--- config.mk ---
export PLATFORM = sky130hd
export DESIGN_NAME = serial_add_ctrl
export DESIGN_NICKNAME = d
export VERILOG_FILES = /design/src/rtl/serial_add_ctrl.sv
export SDC_FILE = /design/constraint.sdc
export NUM_CORES = 1
export LEC_CHECK = 0
export ABC_AREA = 1
export CORE_ASPECT_RATIO = 1.5
export CORE_MARGIN = 4
export CORE_UTILIZATION = 51
export DETAILED_ROUTE_END_ITERATION = 8
export PLACE_DENSITY = 0.87
export SYNTH_ARGS = -nofsm -noshare
export SYNTH_HDL_FRONTEND = slang
export SYNTH_SLANG_ARGS = --single-unit
--- constraint.sdc ---
create_clock -name clk -period 1.7 [get_ports clk]
set_clock_uncertainty 0.15 [all_clocks]
set_input_delay 0.34 -clock clk [delete_from_list [all_inputs] [get_ports clk]]
set_output_delay 0.34 -clock clk [all_outputs]
set_load 0.05 [all_outputs]
--- src/rtl/serial_add_ctrl.sv ---
// Bit-serial adder controller: steps one full adder over WIDTH cycles, LSB first,
// keeping the carry in a register and reporting {Cout,Sum} with a one-cycle done pulse.
module serial_add_ctrl #(
    parameter int WIDTH = 8
) (
    input  logic             clk,
    input  logic             rst,
    input  logic             start,
    input  logic [WIDTH-1:0] inA,
    input  logic [WIDTH-1:0] inB,
    input  logic             Cin,
    output logic             busy,
    output logic             done,
    output logic [WIDTH-1:0] Sum,
    output logic             Cout
);

    // A one-bit counter is kept even for WIDTH=1 so the port of the counter never collapses.
    localparam int CW = (WIDTH > 1) ? $clog2(WIDTH) : 1;
    localparam logic [CW-1:0] LAST_BIT = CW'(WIDTH - 1);

    typedef enum logic [1:0] {
        IDLE,
        RUN,
        DONE
    } state_t;

    state_t           state;
    logic [WIDTH-1:0] sh_a;
    logic [WIDTH-1:0] sh_b;
    logic [WIDTH-1:0] sh_s;
    logic [WIDTH-1:0] sh_s_next;
    logic             cr;
    logic [CW-1:0]    cnt;

    logic half_s;
    logic half_c1;
    logic half_c2;
    logic fa_s;
    logic fa_c;

    // Full adder built from two half adders; sh_s_next already holds the current bit at the MSB.
    always_comb begin
        half_s    = sh_a[0] ^ sh_b[0];
        half_c1   = sh_a[0] & sh_b[0];
        fa_s      = half_s ^ cr;
        half_c2   = half_s & cr;
        fa_c      = half_c1 | half_c2;
        sh_s_next = '0;
        for (int i = 0; i < WIDTH - 1; i++) begin
            sh_s_next[i] = sh_s[i + 1];
        end
        sh_s_next[WIDTH-1] = fa_s;
    end

    always_ff @(posedge clk) begin
        if (rst) begin
            state <= IDLE;
            busy  <= 1'b0;
            done  <= 1'b0;
            Sum   <= '0;
            Cout  <= 1'b0;
            sh_a  <= '0;
            sh_b  <= '0;
            sh_s  <= '0;
            cr    <= 1'b0;
            cnt   <= '0;
        end else begin
            case (state)
                IDLE: begin
                    done <= 1'b0;
                    if (start) begin
                        sh_a  <= inA;
                        sh_b  <= inB;
                        cr    <= Cin;
                        sh_s  <= '0;
                        cnt   <= '0;
                        busy  <= 1'b1;
                        state <= RUN;
                    end
                end
                RUN: begin
                    sh_s <= sh_s_next;
                    cr   <= fa_c;
                    sh_a <= sh_a >> 1;
                    sh_b <= sh_b >> 1;
                    cnt  <= cnt + CW'(1);
                    // The last bit goes straight into the output registers.
                    if (cnt == LAST_BIT) begin
                        Sum   <= sh_s_next;
                        Cout  <= fa_c;
                        busy  <= 1'b0;
                        done  <= 1'b1;
                        state <= DONE;
                    end
                end
                DONE: begin
                    done  <= 1'b0;
                    state <= IDLE;
                end
                default: begin
                    busy  <= 1'b0;
                    done  <= 1'b0;
                    state <= IDLE;
                end
            endcase
        end
    end

endmodule

==> qor.yml, run 1 <==
worst_setup_path:
  critPathMaxStageDelay_ns: 0.36
  crit_type: "register to register"
  reg2reg_slack_ns: 0.17
  path_cells: "ha_1 > ha_1 > nand2_2 > nor2_4 > nand2_1 > nand2_1"
  r2r_cells: 6
  crit_family: "simple AND/OR/NAND/NOR gates"
  cp-startpoint: "cnt[0]"
  cp.arrival_ns: 1.63
  r2r_start: "cnt[0]"
  slowest_stage: "dfxtp_1"
  r2r_end: "Sum[6]"
  start_kind: "register"
  cp_num_cells: 6
  cp.required_ns: 1.79
  critPathCaptureType: "register"
  cp_num_buf_inv: 0
  path_max_fanout: 15
detailed_routing:
  met1Wirelength_um: 1402
  num_vias: 1614
  routed.top_layer: "met4"
  drt_first_pass_iters: 4
  drtIter0Drc: 64
  wl_met3_um: 146
  wl_per_cell_um: 10.12
  finalWirelength_um: 3493
  wl_met2_um: 1872
  viasPerCell: 4.678
  detail-route-antenna-nets: 0
  drc_errors: 0
logic_synthesis:
  synthTopCellsByArea: "dfxtp_1, nand2_1, nor2_1"
  syn_avg_cell_area_um2: 6.482
  ys_seq_area_share_pct: 45.58
  syn_inst: 271
  yosysUniqueCellTypes: 20
  synthesis.nets: 294
  synth-seq-cells: 40
  synth_area_um2: 1757
  synth_top_area_share_pct: 45.58
  yosysWarnings: 0
  yosys.area.top_type: "dfxtp_1"
die:
  die_height_um: 79.88
  rows: 25
  initial_core_util_pct: 54.52
  die_x_um: 55.92
  coreArea_um2: 3222
  ioPinCount: 31
  dieArea_um2: 4467
cts:
  cts_root_buf: "clkbuf_8"
  cts.clk_slew.worst_paths_ns: 0.08
  htree_num_levels: 2
  clkLatencyLatePin_ns: 0.30
  cts_buffers: 5
  hold_buffers: 0
  cts_tree: "yes"
  clock-sinks: 40
  cts_buffer_depth: 2
placement:
  gp_congestion: 0.7251
  portBuffers: 30
  place_area_um2: 2250
  dp_hpwl_um: 2445
global_route:
  antenna_found_initial: 0
  track_usage_pct: 17.53
  grt-ovfl-total: 0
  grt_first_pass_wirelength_um: 6113
  grt_max_degree: 33
  grt_pass1_vias: 1496
worst_hold_path:
  min_from: "sh_b[7]"
  worst_hold_path_type: "register to register"
  hold_depth: 2
  min_to: "sh_b[7]"
timing:
  hold_viol: 0
  max_freq_mhz: 652.2
  slew_viol_final: 0
  fin_crit_sh_pct: 90.19
  finalSetupTns_ns: 0
  grt_setup_unrepaired: "false"
  tightest_slew_ns: 0.3056
  hold_slack_ns: 0.3138
  period_needed_ns: 1.533
  relSlewSlack_pct: 79.62
  finalSetupViolations: 0
run_status:
  status: "complete, no violations"
power:
  power_density_nw_per_um2: 873.9
  peakVddDrop_mv: 0.5630
  leakagePower_nw: 1.120
cells_and_area:
  fin_area_um2: 2366
  area_growth_pct: 34.69
  final_nets: 327
  layout-drive-gt1-share_pct: 9.836
  antenna-diode-count: 0
run:
  max_cap_viol_count: 0
==> worst reg2reg max path: stages (launching register included) <==
cell and delay (ns):
dfxtp_1 0.36, ha_1 0.16, ha_1 0.24, nand2_2 0.23, nor2_4 0.20, nand2_1 0.08
nand2_1 0.06
==> logic make-up (layout without fill, tap and decap cells) <==
kind of cell / Yosys count / in the layout / synth area share [%]
buf+inv: 38 / 72 / 9.045
compound gates: 15 / 15 / 4.630
fa+ha+maj: 3 / 3 / 2.564
simple gates: 175 / 175 / 38.18
flops: 40 / 40 / 45.58
==> synthesized netlist by cell type (all sizes together) <==
master	instances
nand2	103
nor2	65
dfxtp	40
inv	26
a21oi	11
buf	8
nand3	6
clkbuf	3
o21ai	3
ha	2
clkinv	1
fa	1
nor3	1
o21a	1
==> sequential cells by signal, summed over array words and instances, names as in the netlist <==
signal	cells
sh_b	8
cr	1
cnt	3
state	2
busy	1
sh_a	8
Sum	8
done	1
sh_s	7
Cout	1
==> final cells by class <==
class,count,area [µm²]
Clock buffer,5,68.82
Clock inverter,3,42.54
Fill cell,234,855.8
Inverter,27,101.3
Multi-Input combinational cell,193,802.0
Sequential cell,40,800.8
Tap cell,40,50.05
Timing Repair Buffer,37,500.5
==> repair_timing <==
item                       CTS  global route
setup endpoints to repair    0             3
gates resized for setup      0             1
setup buffers                0             0
==> layout by cell type (no fill, tap or decap), types with 4 or more instances in the layout <==
cell type and count:
clkdlybuf4s50_1 19, inv_1 25, nand2_1 102, clkbuf_8 5, buf_12 14, a21oi_1 11, dfxtp_1 40, nor2_1 64
buf_4 4, nand3_1 6
==> how the worst max path moves through the flow <==
stage | end | slack, ns
6_report | Sum[6] | 0.17
5_1_grt | Sum[4] | 0.06
4_1_cts | Sum[6] | 0.10
3_5_place_dp | sh_b[6] | 0.02
3_3_place_gp | sh_b[0] | 0.03
2_1_floorplan | Sum[3] | 0.30
==> routing by layer <==
metal	up-vias	GRT usage (%)
li1	866	-
met1	713	15.78
met2	28	34.83
met3	7	5.016
met4	0	8.551
met5	-	0
==> metrics by stage <==
stage | utilization, % | instances | power, mW | setup slack [ns]
floorplan | - | 271 | 1.209 | 0.2962
global placement | 69.83 | 337 | 1.314 | 0.03384
detailed placement | 69.83 | 337 | 1.325 | 0.01863
CTS | 73.28 | 345 | 2.083 | 0.1010
global route | 73.44 | 345 | 2.177 | 0.05838
finish | 73.44 | 345 | 2.068 | 0.1667
==> power by group <==
| group | total (mW) | internal [mW] | switching [mW] |
|---|---|---|---|
| sequential | 1.00 | 0.982 | 0.0230 |
| clock | 0.764 | 0.434 | 0.330 |
| combinational | 0.298 | 0.137 | 0.161 |
No activity file was read; power rests on OpenSTA's default activity.
==> run 2, diff against run 1 <==
- CTS_CLUSTER_SIZE: unset -> 12
==> results of run 2 <==
No change in the layout: final DEF, timing and power equal those of run 1.
==> run 3, diff against run 2 <==
- GPL_TIMING_DRIVEN: unset -> 0
- PLACE_DENSITY: 0.87 -> 0.81
==> qor.yml, run 3 (synthesis gave the netlist of run 1 again) <==
worst_setup_path:
  r2r_start: "cnt[0]"
  r2r_cells: 7
  path_max_fanout: 2
  start_kind: "register"
  r2r_end: "Sum[3]"
  cp_num_buf_inv: 1
  cp.required_ns: 1.21
  reg2reg_slack_ns: 0.12
  slowest_stage: "dlygate4sd2_1"
  critPathMaxStageDelay_ns: 0.53
  critPathCaptureType: "primary output"
  crit_type: "register to primary output"
  crit_family: "buffers and inverters"
  cp.arrival_ns: 1.16
  cp-startpoint: "busy"
  path_cells: "dlygate4sd2_1"
timing:
  hold_viol: 0
  tightest_slew_ns: 0.4871
  hold_slack_ns: 0.3156
  slew_viol_final: 0
  fin_crit_sh_pct: 97.00
  relSlewSlack_pct: 67.66
  finalSetupTns_ns: 0
  period_needed_ns: 1.649
  max_freq_mhz: 606.4
  setup_slack_ns: 0.05097
  finalSetupViolations: 0
cells_and_area:
  final_nets: 333
  final_core_utilization_pct: 69.63
  antenna-diode-count: 0
  layout-drive-gt1-share_pct: 7.097
  top_regs: "Sum: 8 flops, sh_a: 8 flops, sh_b: 8 flops"
  final_cell_mix: "nand2_1, nor2_1, dfxtp_1, inv_1, clkdlybuf4s50_1"
  area_growth_pct: 27.71
  final_common_cell: "nand2_1"
run_status:
  status: "complete, no violations"
cts:
  cts_buffers: 5
  cts_tree: "yes"
  cts_root_buf: "clkbuf_8"
  htree_num_levels: 2
  clock-sinks: 40
  clkLatencyLatePin_ns: 0.29
  cts_buffer_depth: 2
  cts.clk_slew.worst_paths_ns: 0.07
  hold_buffers: 0
die:
  rows: 25
  ioPinCount: 31
  die_height_um: 79.88
  die_x_um: 55.92
  initial_core_util_pct: 54.52
  dieArea_um2: 4467
  coreArea_um2: 3222
detailed_routing:
  num_vias: 1648
  finalWirelength_um: 3580
  drc_errors: 0
  viasPerCell: 4.709
  wl_per_cell_um: 10.23
  detail-route-antenna-nets: 0
  drtIter0Drc: 29
  drt_first_pass_iters: 4
run:
  max_cap_viol_count: 0
global_route:
  grt-ovfl-total: 0
  grt_first_pass_wirelength_um: 6099
  track_usage_pct: 17.38
  antenna_found_initial: 0
  grt_max_degree: 13
  grt_pass1_vias: 1513
worst_hold_path:
  hold_depth: 2
  min_to: "sh_s[1]"
  worst_hold_path_type: "register to register"
  min_from: "sh_s[1]"
power:
  leakagePower_nw: 1.122
  power_density_nw_per_um2: 970.8
  peakVddDrop_mv: 0.7515
  power.total_mw: 2.178
placement:
  dp_hpwl_um: 2614
  portBuffers: 30
  post-place-ws_ns: -0.2931
  gp_congestion: 0.7724
[run 3: how the worst max path moves through the flow]
| stage | cells after the start | endpoint | slack (ns) |
|---|---|---|---|
| finish | 1 | busy | 0.05 |
| global placement | 5 | Sum[6] | -0.29 |
| floorplan | 7 | Sum[3] | 0.30 |
| global route | 5 | sh_a[5] | -0.003 |
| detailed placement | 5 | Sum[6] | -0.29 |
| CTS | 5 | Sum[6] | 0.007 |
[run 3: timing repair]
action	CTS	global route
resized for setup	11	3
gates cloned	0	0
endpoints found under the setup margin	11	21
setup buffers	0	2
[run 3: power by group]
part,internal (mW),leakage [nW],switching (mW)
sequential,0.982,0.327,0.0222
combinational,0.121,0.730,0.160
clock,0.578,0.0642,0.315
total,1.68,1.12,0.497
[run 3: metrics by stage]
stage / std cells / area (µm²)
2_1_floorplan: 271 / 1757
3_3_place_gp: 341 / 2107
3_5_place_dp: 341 / 2107
4_1_cts: 348 / 2222
5_1_grt: 350 / 2243
6_report: 350 / 2243
[run 3: layout make-up]
| class | instances | area, µm² |
|---|---|---|
| buffer | 11 | 58.81 |
| clock buffer | 5 | 68.82 |
| clock inverter | 2 | 60.06 |
| fill | 293 | 978.4 |
| inverter | 27 | 105.1 |
| multi-input combinational | 193 | 797.0 |
| sequential | 40 | 800.8 |
| tap | 40 | 50.05 |
| timing repair buffer | 32 | 302.8 |
[run 3: routing by layer]
layer / routed length [µm] / track usage, %
met5: 0 / 0
met4: 57 / 6.651
met2: 1883 / 34.24
met3: 182 / 4.854
met1: 1456 / 16.75
